File: src/rtl/muldiv_seq_unit_if.sv
// Request/response bundle between the execute stage and the iterative
// multiply/divide unit.
//   master : core side  - drives flush, request (in_valid/funct3/op_a/op_b)
//            and out_ready; observes in_ready, out_valid, result, busy
//   slave  : unit side  - the mirror image
interface muldiv_seq_unit_if #(
   parameter int XLEN = 32
);
   logic            flush;
   logic            in_valid;
   logic            in_ready;
   logic [2:0]      funct3;
   logic [XLEN-1:0] op_a;
   logic [XLEN-1:0] op_b;
   logic            out_valid;
   logic            out_ready;
   logic [XLEN-1:0] result;
   logic            busy;

   modport master (
      output flush, in_valid, funct3, op_a, op_b, out_ready,
      input  in_ready, out_valid, result, busy
   );

   modport slave (
      input  flush, in_valid, funct3, op_a, op_b, out_ready,
      output in_ready, out_valid, result, busy
   );
endinterface

File: src/rtl/muldiv_seq_unit.sv
// Iterative RV32M/RV64M multiply/divide execute unit.
// Decodes funct3 (MUL/MULH/MULHSU/MULHU/DIV/DIVU/REM/REMU) and computes the
// result with one radix-2 step per cycle on operand magnitudes, followed by
// a sign fix-up in the last step.  Division by zero and signed overflow are
// resolved at accept time without iterating.
// Ports:
//   clk  - rising-edge clock
//   rst  - asynchronous active-high reset
//   bus  - slave side of muldiv_seq_unit_if (flush, request handshake,
//          response handshake, busy)
module muldiv_seq_unit #(
   parameter  int XLEN  = 32,
   localparam int CNT_W = $clog2(XLEN + 1)
) (
   input  logic               clk,
   input  logic               rst,
   muldiv_seq_unit_if.slave   bus
);

   typedef enum logic [1:0] {
      IDLE = 2'd0,
      CALC = 2'd1,
      DONE = 2'd2
   } state_t;

   state_t           state_r;
   state_t           state_n;

   logic [CNT_W-1:0] cnt_r;
   logic [XLEN-1:0]  hi_r;       // mul: upper product half / div: partial remainder
   logic [XLEN-1:0]  lo_r;       // mul: multiplier, then low product / div: dividend, then quotient
   logic [XLEN-1:0]  opnd_r;     // multiplicand or divisor magnitude
   logic [2:0]       funct3_r;
   logic             neg_q_r;    // negate product / quotient at the end
   logic             neg_rem_r;  // negate remainder at the end
   logic [XLEN-1:0]  result_r;
   logic             in_ready_r;
   logic             out_valid_r;
   logic             busy_r;

   logic             accept_s;
   logic             a_neg_s;
   logic             b_neg_s;
   logic [XLEN-1:0]  mag_a_s;
   logic [XLEN-1:0]  mag_b_s;
   logic             div_zero_s;
   logic             div_ovf_s;
   logic             special_s;
   logic [XLEN-1:0]  special_res_s;

   logic [XLEN:0]    mul_sum_s;
   logic [XLEN:0]    div_shift_s;
   logic [XLEN:0]    div_diff_s;
   logic [XLEN-1:0]  hi_n_s;
   logic [XLEN-1:0]  lo_n_s;
   logic [2*XLEN-1:0] prod_fix_s;
   logic [XLEN-1:0]  quo_fix_s;
   logic [XLEN-1:0]  rem_fix_s;
   logic [XLEN-1:0]  final_res_s;

   localparam logic [XLEN-1:0] ALL_ONES = {XLEN{1'b1}};
   localparam logic [XLEN-1:0] MIN_NEG  = {1'b1, {(XLEN-1){1'b0}}};

   // Request decode: operand signedness, magnitudes and the no-iteration cases
   always_comb begin
      accept_s      = (state_r == IDLE) && bus.in_valid && !bus.flush;
      a_neg_s       = 1'b0;
      b_neg_s       = 1'b0;
      div_zero_s    = 1'b0;
      div_ovf_s     = 1'b0;
      special_res_s = {XLEN{1'b0}};
      if (bus.funct3[2]) begin
         // DIV/REM (funct3[0]==0) are signed, DIVU/REMU unsigned
         a_neg_s    = bus.op_a[XLEN-1] & ~bus.funct3[0];
         b_neg_s    = bus.op_b[XLEN-1] & ~bus.funct3[0];
         div_zero_s = (bus.op_b == {XLEN{1'b0}});
         div_ovf_s  = ~bus.funct3[0] && (bus.op_a == MIN_NEG) && (bus.op_b == ALL_ONES);
      end else begin
         // a signed for MUL/MULH/MULHSU, b signed for MUL/MULH only
         a_neg_s = bus.op_a[XLEN-1] & (bus.funct3[1:0] != 2'b11);
         b_neg_s = bus.op_b[XLEN-1] & ~bus.funct3[1];
      end
      mag_a_s   = a_neg_s ? ({XLEN{1'b0}} - bus.op_a) : bus.op_a;
      mag_b_s   = b_neg_s ? ({XLEN{1'b0}} - bus.op_b) : bus.op_b;
      special_s = div_zero_s | div_ovf_s;
      if (div_zero_s) begin
         special_res_s = bus.funct3[1] ? bus.op_a : ALL_ONES;
      end else if (div_ovf_s) begin
         special_res_s = bus.funct3[1] ? {XLEN{1'b0}} : bus.op_a;
      end else begin
         special_res_s = {XLEN{1'b0}};
      end
   end

   // One radix-2 iteration plus the sign fix-up used on the final step
   always_comb begin
      mul_sum_s   = {1'b0, hi_r} + (lo_r[0] ? {1'b0, opnd_r} : {(XLEN+1){1'b0}});
      div_shift_s = {hi_r, lo_r[XLEN-1]};
      div_diff_s  = div_shift_s - {1'b0, opnd_r};
      hi_n_s      = hi_r;
      lo_n_s      = lo_r;
      if (funct3_r[2]) begin
         // Restoring divide: keep the difference only when it did not borrow
         if (!div_diff_s[XLEN]) begin
            hi_n_s = div_diff_s[XLEN-1:0];
            lo_n_s = {lo_r[XLEN-2:0], 1'b1};
         end else begin
            hi_n_s = div_shift_s[XLEN-1:0];
            lo_n_s = {lo_r[XLEN-2:0], 1'b0};
         end
      end else begin
         // Shift-add: the carry out of the add becomes the new top bit
         hi_n_s = mul_sum_s[XLEN:1];
         lo_n_s = {mul_sum_s[0], lo_r[XLEN-1:1]};
      end
      prod_fix_s = neg_q_r ? ({(2*XLEN){1'b0}} - {hi_n_s, lo_n_s}) : {hi_n_s, lo_n_s};
      quo_fix_s  = neg_q_r ? ({XLEN{1'b0}} - lo_n_s) : lo_n_s;
      rem_fix_s  = neg_rem_r ? ({XLEN{1'b0}} - hi_n_s) : hi_n_s;
      if (funct3_r[2]) begin
         final_res_s = funct3_r[1] ? rem_fix_s : quo_fix_s;
      end else if (funct3_r[1:0] == 2'b00) begin
         final_res_s = prod_fix_s[XLEN-1:0];
      end else begin
         final_res_s = prod_fix_s[2*XLEN-1:XLEN];
      end
   end

   // Next-state decode
   always_comb begin
      state_n = state_r;
      case (state_r)
         IDLE: begin
            if (accept_s) begin
               state_n = special_s ? DONE : CALC;
            end else begin
               state_n = IDLE;
            end
         end
         CALC: begin
            if (bus.flush) begin
               state_n = IDLE;
            end else if (cnt_r == CNT_W'(1)) begin
               state_n = DONE;
            end else begin
               state_n = CALC;
            end
         end
         DONE: begin
            if (bus.flush || bus.out_ready) begin
               state_n = IDLE;
            end else begin
               state_n = DONE;
            end
         end
         default: state_n = IDLE;
      endcase
   end

   // State register and handshake outputs registered from the next state
   always_ff @(posedge clk or posedge rst) begin
      if (rst) begin
         state_r     <= IDLE;
         in_ready_r  <= 1'b1;
         out_valid_r <= 1'b0;
         busy_r      <= 1'b0;
      end else begin
         state_r     <= state_n;
         in_ready_r  <= (state_n == IDLE);
         out_valid_r <= (state_n == DONE);
         busy_r      <= (state_n != IDLE);
      end
   end

   // Datapath: operand capture on accept, one step per CALC cycle
   always_ff @(posedge clk or posedge rst) begin
      if (rst) begin
         cnt_r     <= {CNT_W{1'b0}};
         hi_r      <= {XLEN{1'b0}};
         lo_r      <= {XLEN{1'b0}};
         opnd_r    <= {XLEN{1'b0}};
         funct3_r  <= 3'b000;
         neg_q_r   <= 1'b0;
         neg_rem_r <= 1'b0;
         result_r  <= {XLEN{1'b0}};
      end else if (accept_s) begin
         cnt_r     <= CNT_W'(XLEN);
         hi_r      <= {XLEN{1'b0}};
         lo_r      <= mag_a_s;
         opnd_r    <= mag_b_s;
         funct3_r  <= bus.funct3;
         neg_q_r   <= a_neg_s ^ b_neg_s;
         neg_rem_r <= a_neg_s & bus.funct3[2];
         if (special_s) begin
            result_r <= special_res_s;
         end else begin
            result_r <= result_r;
         end
      end else if ((state_r == CALC) && !bus.flush) begin
         cnt_r <= cnt_r - CNT_W'(1);
         hi_r  <= hi_n_s;
         lo_r  <= lo_n_s;
         if (cnt_r == CNT_W'(1)) begin
            result_r <= final_res_s;
         end else begin
            result_r <= result_r;
         end
      end else begin
         cnt_r <= cnt_r;
      end
   end

   assign bus.in_ready  = in_ready_r;
   assign bus.out_valid = out_valid_r;
   assign bus.busy      = busy_r;
   assign bus.result    = result_r;

endmodule

File: src/flat_wrapper.sv
// flat-port wrapper written by rule: the top's interface ports become plain ports
module muldiv_seq_unit_flat 
#(
   parameter  int XLEN  = 32,
   localparam int CNT_W = $clog2(XLEN + 1)
)
  (clk, rst, bus_flush, bus_in_valid, bus_funct3, bus_op_a, bus_op_b, bus_out_ready, bus_in_ready, bus_out_valid, bus_result, bus_busy);
  muldiv_seq_unit_if #(.XLEN(XLEN)) bus_i ();
  input  logic clk;
  input  logic rst;
  input wire logic [$bits(bus_i.flush)-1:0] bus_flush;
  input wire logic [$bits(bus_i.in_valid)-1:0] bus_in_valid;
  input wire logic [$bits(bus_i.funct3)-1:0] bus_funct3;
  input wire logic [$bits(bus_i.op_a)-1:0] bus_op_a;
  input wire logic [$bits(bus_i.op_b)-1:0] bus_op_b;
  input wire logic [$bits(bus_i.out_ready)-1:0] bus_out_ready;
  output wire logic [$bits(bus_i.in_ready)-1:0] bus_in_ready;
  output wire logic [$bits(bus_i.out_valid)-1:0] bus_out_valid;
  output wire logic [$bits(bus_i.result)-1:0] bus_result;
  output wire logic [$bits(bus_i.busy)-1:0] bus_busy;
  assign bus_i.flush = bus_flush;
  assign bus_i.in_valid = bus_in_valid;
  assign bus_i.funct3 = bus_funct3;
  assign bus_i.op_a = bus_op_a;
  assign bus_i.op_b = bus_op_b;
  assign bus_i.out_ready = bus_out_ready;
  assign bus_in_ready = bus_i.in_ready;
  assign bus_out_valid = bus_i.out_valid;
  assign bus_result = bus_i.result;
  assign bus_busy = bus_i.busy;
  muldiv_seq_unit #(.XLEN(XLEN)) u_core (.clk(clk), .rst(rst), .bus(bus_i));
endmodule
File: config.mk
export PLATFORM = sky130hd
export DESIGN_NAME = muldiv_seq_unit_flat
export DESIGN_NICKNAME = d
export VERILOG_FILES = /design/src/rtl/muldiv_seq_unit_if.sv /design/src/rtl/muldiv_seq_unit.sv /design/src/flat_wrapper.sv
export SDC_FILE = /design/constraint.sdc
export NUM_CORES = 1
export LEC_CHECK = 0
export ABC_AREA = 1
export BUFFER_PORTS_ARGS = -buffer_cell sky130_fd_sc_hd__buf_2
export CORE_MARGIN = 2
export CORE_UTILIZATION = 49
export DETAILED_ROUTE_END_ITERATION = 10
export PLACE_DENSITY = 0.66
export SYNTH_ARGS = -nofsm -noshare
export SYNTH_HDL_FRONTEND = slang
export SYNTH_SLANG_ARGS = --single-unit
export TNS_END_PERCENT = 50
File: constraint.sdc
create_clock -name clk -period 9.9 [get_ports clk]
set_input_delay 0.99 -clock clk [delete_from_list [all_inputs] [get_ports clk]]
set_output_delay 0.99 -clock clk [all_outputs]
set_load 0.02 [all_outputs]
==> flow_summary.yaml <==
floorplan:
  die_h_um: 195
  die_w_um: 195
  start_util_pct: 49.4
  die_area_um2: 38200
  core_um2: 36300
  num_rows: 70
  ios: 107
pwr:
  powerDensity_nw_per_um2: 329
  p_leak_nw: 10.4
  ir_worst_vdd_mv: 0.182
clock_tree:
  root_buffer: "clkbuf_16"
  cts_tree: "yes"
  clock_latency_ns: 0.46
  ctsResizeCount: 0
  post-cts-setup-buffer-count: 0
  clk_path_buf_depth: 2
  cts.sinks: 144
  cts_made_buffers: 17
  path_clk_slew_ns: 0.07
  h-tree-depth: 4
  ctsHoldBuffers: 0
setup_path:
  startpoint: "u_core.opnd_r[0]"
  worst-path-max-fanout: 27
  crit_required_ns: 10.28
  cp_top_family: "simple AND/OR/NAND/NOR gates"
  cp-end-kind: "flop"
  crit_arrival_ns: 5.55
  max_stage_delay_ns: 0.46
  worst_path_max_delay_cell: "dfrtp_1"
  worstReg2RegStart: "u_core.opnd_r[0]"
  critPathKind: "reg2reg"
  cp.buffers_inverters: 1
  cp_common_cell: "nand2_1"
  start_kind: "flop"
finish:
  multi_input_area_um2: 12200
  syn2layout_area_growth_pct: 7.74
  drive_above_1_share_pct: 9.40
  final-instance-count-excl-fill: 3663
  layout.nets: 3326
  n_fill_cell: 3927
  seqCellArea_um2: 3610
  final_core_utilization_pct: 53.3
drt:
  post_drt_wl_per_cell_um: 20.6
  drtAntennaViolNets: 0
  drtPass1Iterations: 7
  viasPerCell: 5.86
  drc_errors: 0
  vias: 21500
  totalWireLength_um: 75300
  first_iter_violations: 2408
logic_synthesis:
  synth_area_per_cell_um2: 5.71
  synth_flop_cell: "dfrtp_1"
  async_flop_share_pct: 100
  synth_cell_types: 61
  ys_seq_area_share_pct: 20.1
  yosys_warnings: 0
  syn_inst: 3146
  ys_ff_latch: 144
  synth.cell_area_um2: 18000
  synth_edf_count: 0
  syn_nets: 3291
  synth_top_area_share_pct: 20.7
  yosys.area.top_type: "nand2_1"
  synth.area.top_cells: "nand2_1, dfrtp_1, inv_1"
sta:
  timing.slew.headroom_pct: 14.8
  hold_viol: 0
  worstMarginPinSlew_ns: 1.28
  finClkSkew_ns: 0.0148
  period_share_pct: 52.2
  grt_setup_unrepaired: "false"
  tns_ns: 0
  min_period_ns: 5.17
  setup_ws_ns: 4.73
  holdWs_ns: 0.489
  drv_slew: 0
  setup_viol: 0
  fmax_mhz: 193
placement:
  place_ws_ns: 4.92
  port_buffers: 106
  place_congestion: 1.09
  place_hpwl_um: 59900
  post-place-cells: 3630
status:
  status: "finished clean"
min_path:
  min-delay-start: "u_core.bus.result[14]"
  hold_path_class: "reg2reg"
global_route:
  grt_antenna_before_repair: 4
  grt_pass1_vias: 19700
  grt_pass1_wl_um: 115000
  globalRouteOverflowTotal: 0
  track_usage_pct: 39.5
  grt_max_degree: 98
run:
  drv_cap: 0
-- kinds of logic (layout without fill, tap and decap cells) --
logic type | after synthesis | in the layout | share of synthesized area [%]
AND/OR/NAND/NOR | 1755 | 1755 | 42.1
buffers and inverters | 566 | 612 | 12.2
AO/OA/AOI/OAI | 530 | 530 | 16.7
flip-flops | 144 | 144 | 20.1
XOR/XNOR | 78 | 78 | 3.80
adder cells (fa/ha/maj) | 73 | 73 | 5.17
other | 0 | 3 | 0
-- layer usage --
layer / vias up / global-route usage (%) / share of wire, %
met2: 1158 / 58.9 / 42
met1: 9929 / 54.5 / 43
met3: 187 / 10.5 / 11
li1: 10200 / - / -
met5: - / 0 / 0.029
met4: 4 / 15.2 / 3.9
-- power breakdown --
part	switching [mW]	internal, mW
registers	0.239	0.765
clock network	0.305	0.373
logic	3.35	1.33
total	3.89	2.47
-- cell type report --
cell class / instances / share of cell area, %
Antenna cell: 3 / 0.0388
Clock buffer: 17 / 2.20
Clock inverter: 13 / 0.782
Inverter: 460 / 8.95
Multi-Input combinational cell: 2436 / 63.0
Sequential cell: 144 / 18.6
Tap cell: 468 / 3.03
Timing Repair Buffer: 122 / 3.36
-- cell usage after synthesis, types with 11 or more instances --
cell and instances:
nand4_1 44, o211ai_1 20, nand3_1 221, nand3b_1 13, nor2_2 20, nor3_1 46, a21oi_1 166, nor2_1 314
inv_1 443, o21ai_1 13, or2_2 14, a31oi_1 11, buf_2 21, dfrtp_1 143, o21ai_0 227, ha_1 71
inv_2 13, o22ai_1 22, xnor2_1 16, nand2_1 991, nand2_2 43, buf_1 14, clkbuf_1 67, xor2_1 62
-- sequential cells by signal, summed over array words and instances, names as in the netlist --
register and flops:
u_core.hi_r 32, u_core.lo_r 32, u_core.opnd_r 32, u_core.funct3_r 3, u_core.bus.busy 1, u_core.bus.result 32, u_core.bus.out_valid 1, u_core.state_r 2
u_core.neg_q_r 1, u_core.neg_rem_r 1, u_core.cnt_r 6, u_core.bus.in_ready 1
-- stage by stage --
stage	cell area, um2	power [mW]
2_1_floorplan	18000	4.15
3_3_place_gp	18800	5.49
3_5_place_dp	18800	5.53
4_1_cts	19300	6.22
5_1_grt	19300	6.84
6_report	19400	6.36
-- cells in the final DEF, fill, tap and decap left out, drive strengths merged, types with 2 or more instances in the layout --
cell / n
a211oi: 3
a21o: 5
a21oi: 172
a221oi: 3
a22oi: 4
a311oi: 8
a31oi: 11
a32oi: 4
and2: 3
and3: 2
buf: 122
bufinv: 2
clkbuf: 17
clkinv: 6
clkinvlp: 4
dfrtp: 143
diode: 3
fa: 2
ha: 71
inv: 461
nand2: 1044
nand3: 228
nand3b: 13
nand4: 44
nor2: 342
nor3: 52
nor4: 11
o211ai: 20
o21ai: 250
o21bai: 10
o221ai: 4
o22ai: 22
o31ai: 7
or2: 14
xnor2: 16
xor2: 62
-- tightest hold or removal path: stages (launching register included) --
cell and delay, ns:
dfrtp_1 0.34, o21ai_1 0.07, inv_1 0.05
-- path summary, 6_finish.rpt --
kind	to	slack, ns	depth (start not counted)
hold / removal	u_core.bus.result[14]	0.49	2
setup reg to reg	u_core.bus.result[16]	4.73	29
min in group asynchronous	u_core.opnd_r[13]	0.70	2
max in group asynchronous	u_core.funct3_r[2]	7.94	3
setup / recovery	u_core.bus.result[16]	4.73	29
hold reg to reg	u_core.bus.result[14]	0.49	2
Power figures use the tool's default switching activity.
